[config.mk]
export PLATFORM = sky130hd
export DESIGN_NAME = load_store_unit_flat
export DESIGN_NICKNAME = d
export VERILOG_FILES = /design/src/rtl/load_store_unit_if.sv /design/src/rtl/load_store_unit.sv /design/src/flat_wrapper.sv
export SDC_FILE = /design/constraint.sdc
export NUM_CORES = 1
export LEC_CHECK = 0
export CAP_MARGIN = 0
export CORE_UTILIZATION = 43
export DETAILED_ROUTE_END_ITERATION = 6
export PLACE_DENSITY = 0.77
export SYNTH_ARGS = -nofsm -noshare
export SYNTH_HDL_FRONTEND = slang
export SYNTH_SLANG_ARGS = --single-unit
[constraint.sdc]
create_clock -name clk -period 1.75 [get_ports clk]
set_clock_uncertainty 0.1 [all_clocks]
set_input_delay 0.175 -clock clk [delete_from_list [all_inputs] [get_ports clk]]
set_output_delay 0.175 -clock clk [all_outputs]
set_load 0.1 [all_outputs]
[src/rtl/load_store_unit_if.sv]
// CPU request/response and data-memory port bundle for load_store_unit.
// slave = the LSU side; master = the CPU plus memory side that drives it.
interface load_store_unit_if;
    logic        req;
    logic        we;
    logic [1:0]  size;
    logic        sign_ext;
    logic [31:0] addr;
    logic [31:0] wdata;
    logic        ready;
    logic        done;
    logic [31:0] rdata;
    logic        err;
    logic [31:0] mem_addr;
    logic [31:0] mem_wdata;
    logic        mem_wen;
    logic [31:0] mem_rdata;

    modport slave (
        input  req, we, size, sign_ext, addr, wdata, mem_rdata,
        output ready, done, rdata, err, mem_addr, mem_wdata, mem_wen
    );

    modport master (
        output req, we, size, sign_ext, addr, wdata, mem_rdata,
        input  ready, done, rdata, err, mem_addr, mem_wdata, mem_wen
    );
endinterface

[src/rtl/load_store_unit.sv]
// Byte/halfword/word load-store unit in front of a word-wide memory with a
// one-cycle registered read port; sub-word stores use read-modify-write.
module load_store_unit #(
    parameter int MEM_WORDS = 1024
) (
    input  logic               clk,
    input  logic               reset,
    load_store_unit_if.slave   bus
);
    localparam logic [31:0] MEM_WORDS_W = 32'(MEM_WORDS);

    typedef enum logic [2:0] {S_IDLE, S_READ, S_WAIT, S_WRITE, S_DONE} state_t;

    typedef struct packed {
        logic        we;
        logic [1:0]  size;
        logic        sign_ext;
        logic [31:0] addr;
        logic [31:0] wdata;
    } lsu_req_t;

    state_t          state_q, state_d;
    lsu_req_t        req_q, req_d;
    logic            ready_q, ready_d;
    logic            done_q, done_d;
    logic            err_q, err_d;
    logic            mem_wen_q, mem_wen_d;
    logic [31:0]     rdata_q, rdata_d;
    logic [3:0][7:0] mem_wdata_q, mem_wdata_d;

    logic            bad_req;
    logic [3:0][7:0] rd_lanes, merged;
    logic [7:0]      ld_byte;
    logic [15:0]     ld_half;
    logic [31:0]     ld_data;

    always_comb begin
        bad_req = 1'b0;
        case (bus.size)
            2'b00:   bad_req = 1'b0;
            2'b01:   bad_req = bus.addr[0];
            2'b10:   bad_req = |bus.addr[1:0];
            default: bad_req = 1'b1;
        endcase
        if ({2'b00, bus.addr[31:2]} >= MEM_WORDS_W) bad_req = 1'b1;
    end

    // Little-endian lane select for loads and lane replace for sub-word stores.
    always_comb begin
        rd_lanes = bus.mem_rdata;
        ld_byte  = rd_lanes[req_q.addr[1:0]];
        ld_half  = req_q.addr[1] ? {rd_lanes[3], rd_lanes[2]} : {rd_lanes[1], rd_lanes[0]};
        case (req_q.size)
            2'b00:   ld_data = {{24{req_q.sign_ext & ld_byte[7]}}, ld_byte};
            2'b01:   ld_data = {{16{req_q.sign_ext & ld_half[15]}}, ld_half};
            default: ld_data = bus.mem_rdata;
        endcase
        merged = rd_lanes;
        case (req_q.size)
            2'b00:   merged[req_q.addr[1:0]] = req_q.wdata[7:0];
            2'b01:   if (req_q.addr[1]) merged[3:2] = req_q.wdata[15:0];
                     else               merged[1:0] = req_q.wdata[15:0];
            default: merged = req_q.wdata;
        endcase
    end

    always_comb begin
        state_d     = state_q;
        req_d       = req_q;
        rdata_d     = rdata_q;
        mem_wdata_d = mem_wdata_q;
        err_d       = 1'b0;
        case (state_q)
            S_IDLE: if (bus.req) begin
                req_d.we       = bus.we;
                req_d.size     = bus.size;
                req_d.sign_ext = bus.sign_ext;
                req_d.addr     = bus.addr;
                req_d.wdata    = bus.wdata;
                if (bad_req) begin
                    state_d = S_DONE;
                    err_d   = 1'b1;
                end else if (bus.we && bus.size == 2'b10) begin
                    state_d     = S_WRITE;
                    mem_wdata_d = bus.wdata;
                end else begin
                    state_d = S_READ;
                end
            end
            S_READ:  state_d = S_WAIT;
            S_WAIT: if (req_q.we) begin
                mem_wdata_d = merged;
                state_d     = S_WRITE;
            end else begin
                rdata_d = ld_data;
                state_d = S_DONE;
            end
            S_WRITE: state_d = S_DONE;
            S_DONE:  state_d = S_IDLE;
            default: state_d = S_IDLE;
        endcase
        ready_d   = (state_d == S_IDLE);
        done_d    = (state_d == S_DONE);
        mem_wen_d = (state_d == S_WRITE);
    end

    always_ff @(posedge clk) begin
        if (!reset) begin
            state_q     <= S_IDLE;
            req_q       <= '0;
            ready_q     <= 1'b1;
            done_q      <= 1'b0;
            err_q       <= 1'b0;
            mem_wen_q   <= 1'b0;
            rdata_q     <= '0;
            mem_wdata_q <= '0;
        end else begin
            state_q     <= state_d;
            req_q       <= req_d;
            ready_q     <= ready_d;
            done_q      <= done_d;
            err_q       <= err_d;
            mem_wen_q   <= mem_wen_d;
            rdata_q     <= rdata_d;
            mem_wdata_q <= mem_wdata_d;
        end
    end

    assign bus.ready     = ready_q;
    assign bus.done      = done_q;
    assign bus.err       = err_q;
    assign bus.rdata     = rdata_q;
    assign bus.mem_addr  = {2'b00, req_q.addr[31:2]};
    assign bus.mem_wdata = mem_wdata_q;
    // Masked by reset so a reset landing in WRITE cannot commit the store.
    assign bus.mem_wen   = mem_wen_q & reset;
endmodule

[src/flat_wrapper.sv]
// flat-port wrapper written by rule: the top's interface ports become plain ports
module load_store_unit_flat 
#(
    parameter int MEM_WORDS = 1024
)
  (clk, reset, bus_req, bus_we, bus_size, bus_sign_ext, bus_addr, bus_wdata, bus_mem_rdata, bus_ready, bus_done, bus_rdata, bus_err, bus_mem_addr, bus_mem_wdata, bus_mem_wen);
  load_store_unit_if bus_i ();
  input  logic clk;
  input  logic reset;
  input wire logic [$bits(bus_i.req)-1:0] bus_req;
  input wire logic [$bits(bus_i.we)-1:0] bus_we;
  input wire logic [$bits(bus_i.size)-1:0] bus_size;
  input wire logic [$bits(bus_i.sign_ext)-1:0] bus_sign_ext;
  input wire logic [$bits(bus_i.addr)-1:0] bus_addr;
  input wire logic [$bits(bus_i.wdata)-1:0] bus_wdata;
  input wire logic [$bits(bus_i.mem_rdata)-1:0] bus_mem_rdata;
  output wire logic [$bits(bus_i.ready)-1:0] bus_ready;
  output wire logic [$bits(bus_i.done)-1:0] bus_done;
  output wire logic [$bits(bus_i.rdata)-1:0] bus_rdata;
  output wire logic [$bits(bus_i.err)-1:0] bus_err;
  output wire logic [$bits(bus_i.mem_addr)-1:0] bus_mem_addr;
  output wire logic [$bits(bus_i.mem_wdata)-1:0] bus_mem_wdata;
  output wire logic [$bits(bus_i.mem_wen)-1:0] bus_mem_wen;
  assign bus_i.req = bus_req;
  assign bus_i.we = bus_we;
  assign bus_i.size = bus_size;
  assign bus_i.sign_ext = bus_sign_ext;
  assign bus_i.addr = bus_addr;
  assign bus_i.wdata = bus_wdata;
  assign bus_i.mem_rdata = bus_mem_rdata;
  assign bus_ready = bus_i.ready;
  assign bus_done = bus_i.done;
  assign bus_rdata = bus_i.rdata;
  assign bus_err = bus_i.err;
  assign bus_mem_addr = bus_i.mem_addr;
  assign bus_mem_wdata = bus_i.mem_wdata;
  assign bus_mem_wen = bus_i.mem_wen;
  load_store_unit #(.MEM_WORDS(MEM_WORDS)) u_core (.clk(clk), .reset(reset), .bus(bus_i));
endmodule
==> flow_summary_export.csv <==
group,metric,value,unit
run_status,outcome,"finished, violations left",
run_status,violations,"negative setup slack",
sta,fin_crit_sh,1.02,
synth,synthAdderAreaFrac,0,
final_layout,n_antenna_cell,0,
place,hpwl,17.0,mm
sta,report.final.slew_viol_count,0,
synth,syn_inst,841,
final_layout,stdcell_area,11000,sq um
final_layout,nets,1141,
route,via_count,7167,
synth,synth_edf_count,0,
synth,syn_area,6800,sq um
hold_path,min_path_type,"input pin to register",
cts,cts-root-buf,"clkbuf_16",
final_layout,fillers,1113,
place,pre_cts_ws,-0.599,ns
critical_path,crit_path_start,"bus_addr[31]",
power,p_per_area,821,nW/um^2
synth,synth-xor-area-share,0,
critical_path,cp_max_fo,10,
synth,ys_ff_latch,139,
hold_path,min-delay-start,"bus_addr[29]",
floorplanning,fp.dieArea,16300,sq um
sta,hold_ws,0.00670,ns
global_routing,track_usage,0.289,
route,dr_wl_met2,11.6,mm
final_layout,multi_input_area,3550,sq um
synth,synth_mux_area_frac,0.0978,
power,power,0.00904,W
route,postRouteWirelength,23.9,mm
critical_path,arrival,1.99,ns
global_routing,grt_pass1_wl,36.1,mm
final_layout,seq_area,2800,sq um
place,dpl-instance-area,10100,sq um
floorplanning,core_area,15300,sq um
critical_path,setup.worst_path.start_class,"input pin",
cts,cts_buffer_depth,2,
job,drv_cap,0,
route,drc,0,
synth,synth_compound_gate_area_share,0.238,
synth,synth_area_per_cell,8.08,sq um
cts,cts_buffers,17,
final_layout,synthToLayoutAreaGrowth,62.0,%
floorplanning,fp.dieH,128,microns
floorplanning,rows,45,
place,gp_congestion,0.940,
cts,cts_tree,"built",
sta,hold_viol,0,
synth,synth_top_flop_cell,"dfxtp_1",
synth,synth_top_family_by_area,"compound AO/OA/AOI/OAI gates",
cts,cts_sinks,139,
final_layout,final_cell_mix,"nand2_1 (221), dfxtp_1 (133), a21oi_1 (111), buf_12 (109), clkdlybuf4s50_1 (98)",
cts,insertion_delay,0.42,ns
power,power.leakage,4.41,nW
global_routing,grt_pass1_vias,6749,
sta,fmax,562,MHz
global_routing,antenna_found_initial,0,
cts,clkTransAtPathRegs,0.06,ns
final_layout,layout_commonest_cell,"nand2_1",
critical_path,end_kind,"register",
route,wire_per_inst,18.9,microns
route,first_iter_violations,695,
synth,yosys.area_share.simple,0.171,
route,route.layer.met1.wl,8.90,mm
critical_path,r2r-start,"u_core.req_q[32]",
critical_path,critPathKind,"input pin to register",
global_routing,grt_overflow,0,
global_routing,grt_max_degree,78,
route,routed-wl-met3,2.54,mm
floorplanning,die_w,128,microns
sta,rsz0062_at_grt,"true",
route,top_layer,"met4",
route,detail-route-antenna-nets,0,
cts,htreeDepth,4,
synth,ys_seq_area_frac,0.409,
critical_path,required,1.96,ns
place,portBuffers,200,
synth,synth_warnings,0,
route,viasPerCell,5.68,
sta,setup_viol,25,
sta,worst_slack,-0.0300,ns
synth,synth.distinct_cells,49,
synth,ys_async_sr_fraction,0,
floorplanning,start_util,0.444,
power,ir_drop,0.719,mV
floorplanning,io_pins,203,
sta,period_minus_slack,1.78,ns
final_layout,drive_gt1_frac,0.254,
route,firstDrtPassIters,6,
worst paths after layout:
check | endpoint | slack [ns] | cells past startpoint
setup / recovery | u_core.bus.mem_wdata[18] | -0.03 | 7
hold reg to reg | u_core.req_q[29] | 0.36 | 2
setup reg to reg | u_core.bus.rdata[26] | 0 | 6
hold / removal | u_core.bus.mem_addr[27] | 0.007 | 3
metal layers:
layer	up-vias	track usage
met5	-	0
met4	0	0.120
met3	72	0.0910
met2	441	0.484
met1	3351	0.342
li1	3303	-
what timing repair did:
item	4_1_cts	5_1_grt
buffers inserted	1	5
pin swaps	1	9
gates cloned	0	1
endpoints found under the hold margin	0	2
setup endpoints to repair	59	64
gates resized for setup	9	26
hold buffers	0	2
cells by family (layout without fill, tap and decap cells):
group | count (synthesis) | after routing
compound gates | 259 | 259
buf+inv | 104 | 313
simple gates | 276 | 276
other cells | 1 | 2
flops | 139 | 139
mux | 62 | 62
state kept, by name, indices dropped and copies added (netlist names):
| register | cells |
|---|---|
| u_core.req_q | 38 |
| u_core.bus.mem_wdata | 32 |
| u_core.bus.rdata | 32 |
| u_core.bus.mem_addr | 30 |
| u_core.state_q | 3 |
| u_core.bus.done | 1 |
| u_core.bus.err | 1 |
| u_core.bus.ready | 1 |
| u_core.mem_wen_q | 1 |
metrics by stage:
| step | setup TNS [ns] | utilization | std cells |
|---|---|---|---|
| 6_report | -0.345 | 0.719 | 1262 |
| 5_1_grt | -2.89 | 0.719 | 1262 |
| 4_1_cts | -0.00280 | 0.708 | 1254 |
| 3_5_place_dp | -26.03 | 0.662 | 1221 |
| 3_3_place_gp | -21.08 | 0.662 | 1221 |
| 2_1_floorplan | 0 | - | 842 |
cells in the mapped netlist (3+ instances only):
cell type	n	share of area
a21oi_1	113	0.083
clkbuf_1	38	0.021
nand3_1	4	0.0029
a22oi_1	15	0.017
buf_1	8	0.0044
a22o_1	6	0.0077
and2_1	9	0.0083
o211ai_1	32	0.035
nor2b_1	5	0.0046
a31oi_4	3	0.0094
buf_2	13	0.0096
nor3_1	3	0.0022
nand2_1	222	0.12
buf_6	3	0.0050
buf_4	37	0.041
nor2_1	9	0.0050
mux2_4	3	0.0066
o2111ai_1	6	0.0077
inv_1	4	0.0022
mux2_2	13	0.022
a2bb2oi_1	6	0.0077
nand2b_1	4	0.0037
a221oi_1	8	0.010
a31o_2	8	0.010
o21ai_0	53	0.039
mux2i_1	45	0.066
dfxtp_1	139	0.41
nor4_1	5	0.0046
final cells by class:
type,count,share of cell area
timing repair buffer,276,0.338
clock inverter,11,0.0173
sequential,139,0.254
tap,211,0.0240
multi-input combinational,599,0.323
inverter,5,0.00170
clock buffer,21,0.0427
power by group:
part	internal [W]	leakage, nW	switching, W	total [W]
logic	0.000692	2.96	0.000945	0.00164
registers	0.00327	1.14	0.000116	0.00338
clock network	0.00264	0.323	0.00138	0.00402
total	0.00660	4.41	0.00244	0.00904
worst max-delay path, cell delays in order:
cell and delay [ns]:
clkdlybuf4s50_1 0.48, nor4_2 0.33, nand3_1 0.23, nor2_4 0.19, a31oi_4 0.10, buf_12 0.17, mux2_4 0.29
(Power assumes the default switching activity.)
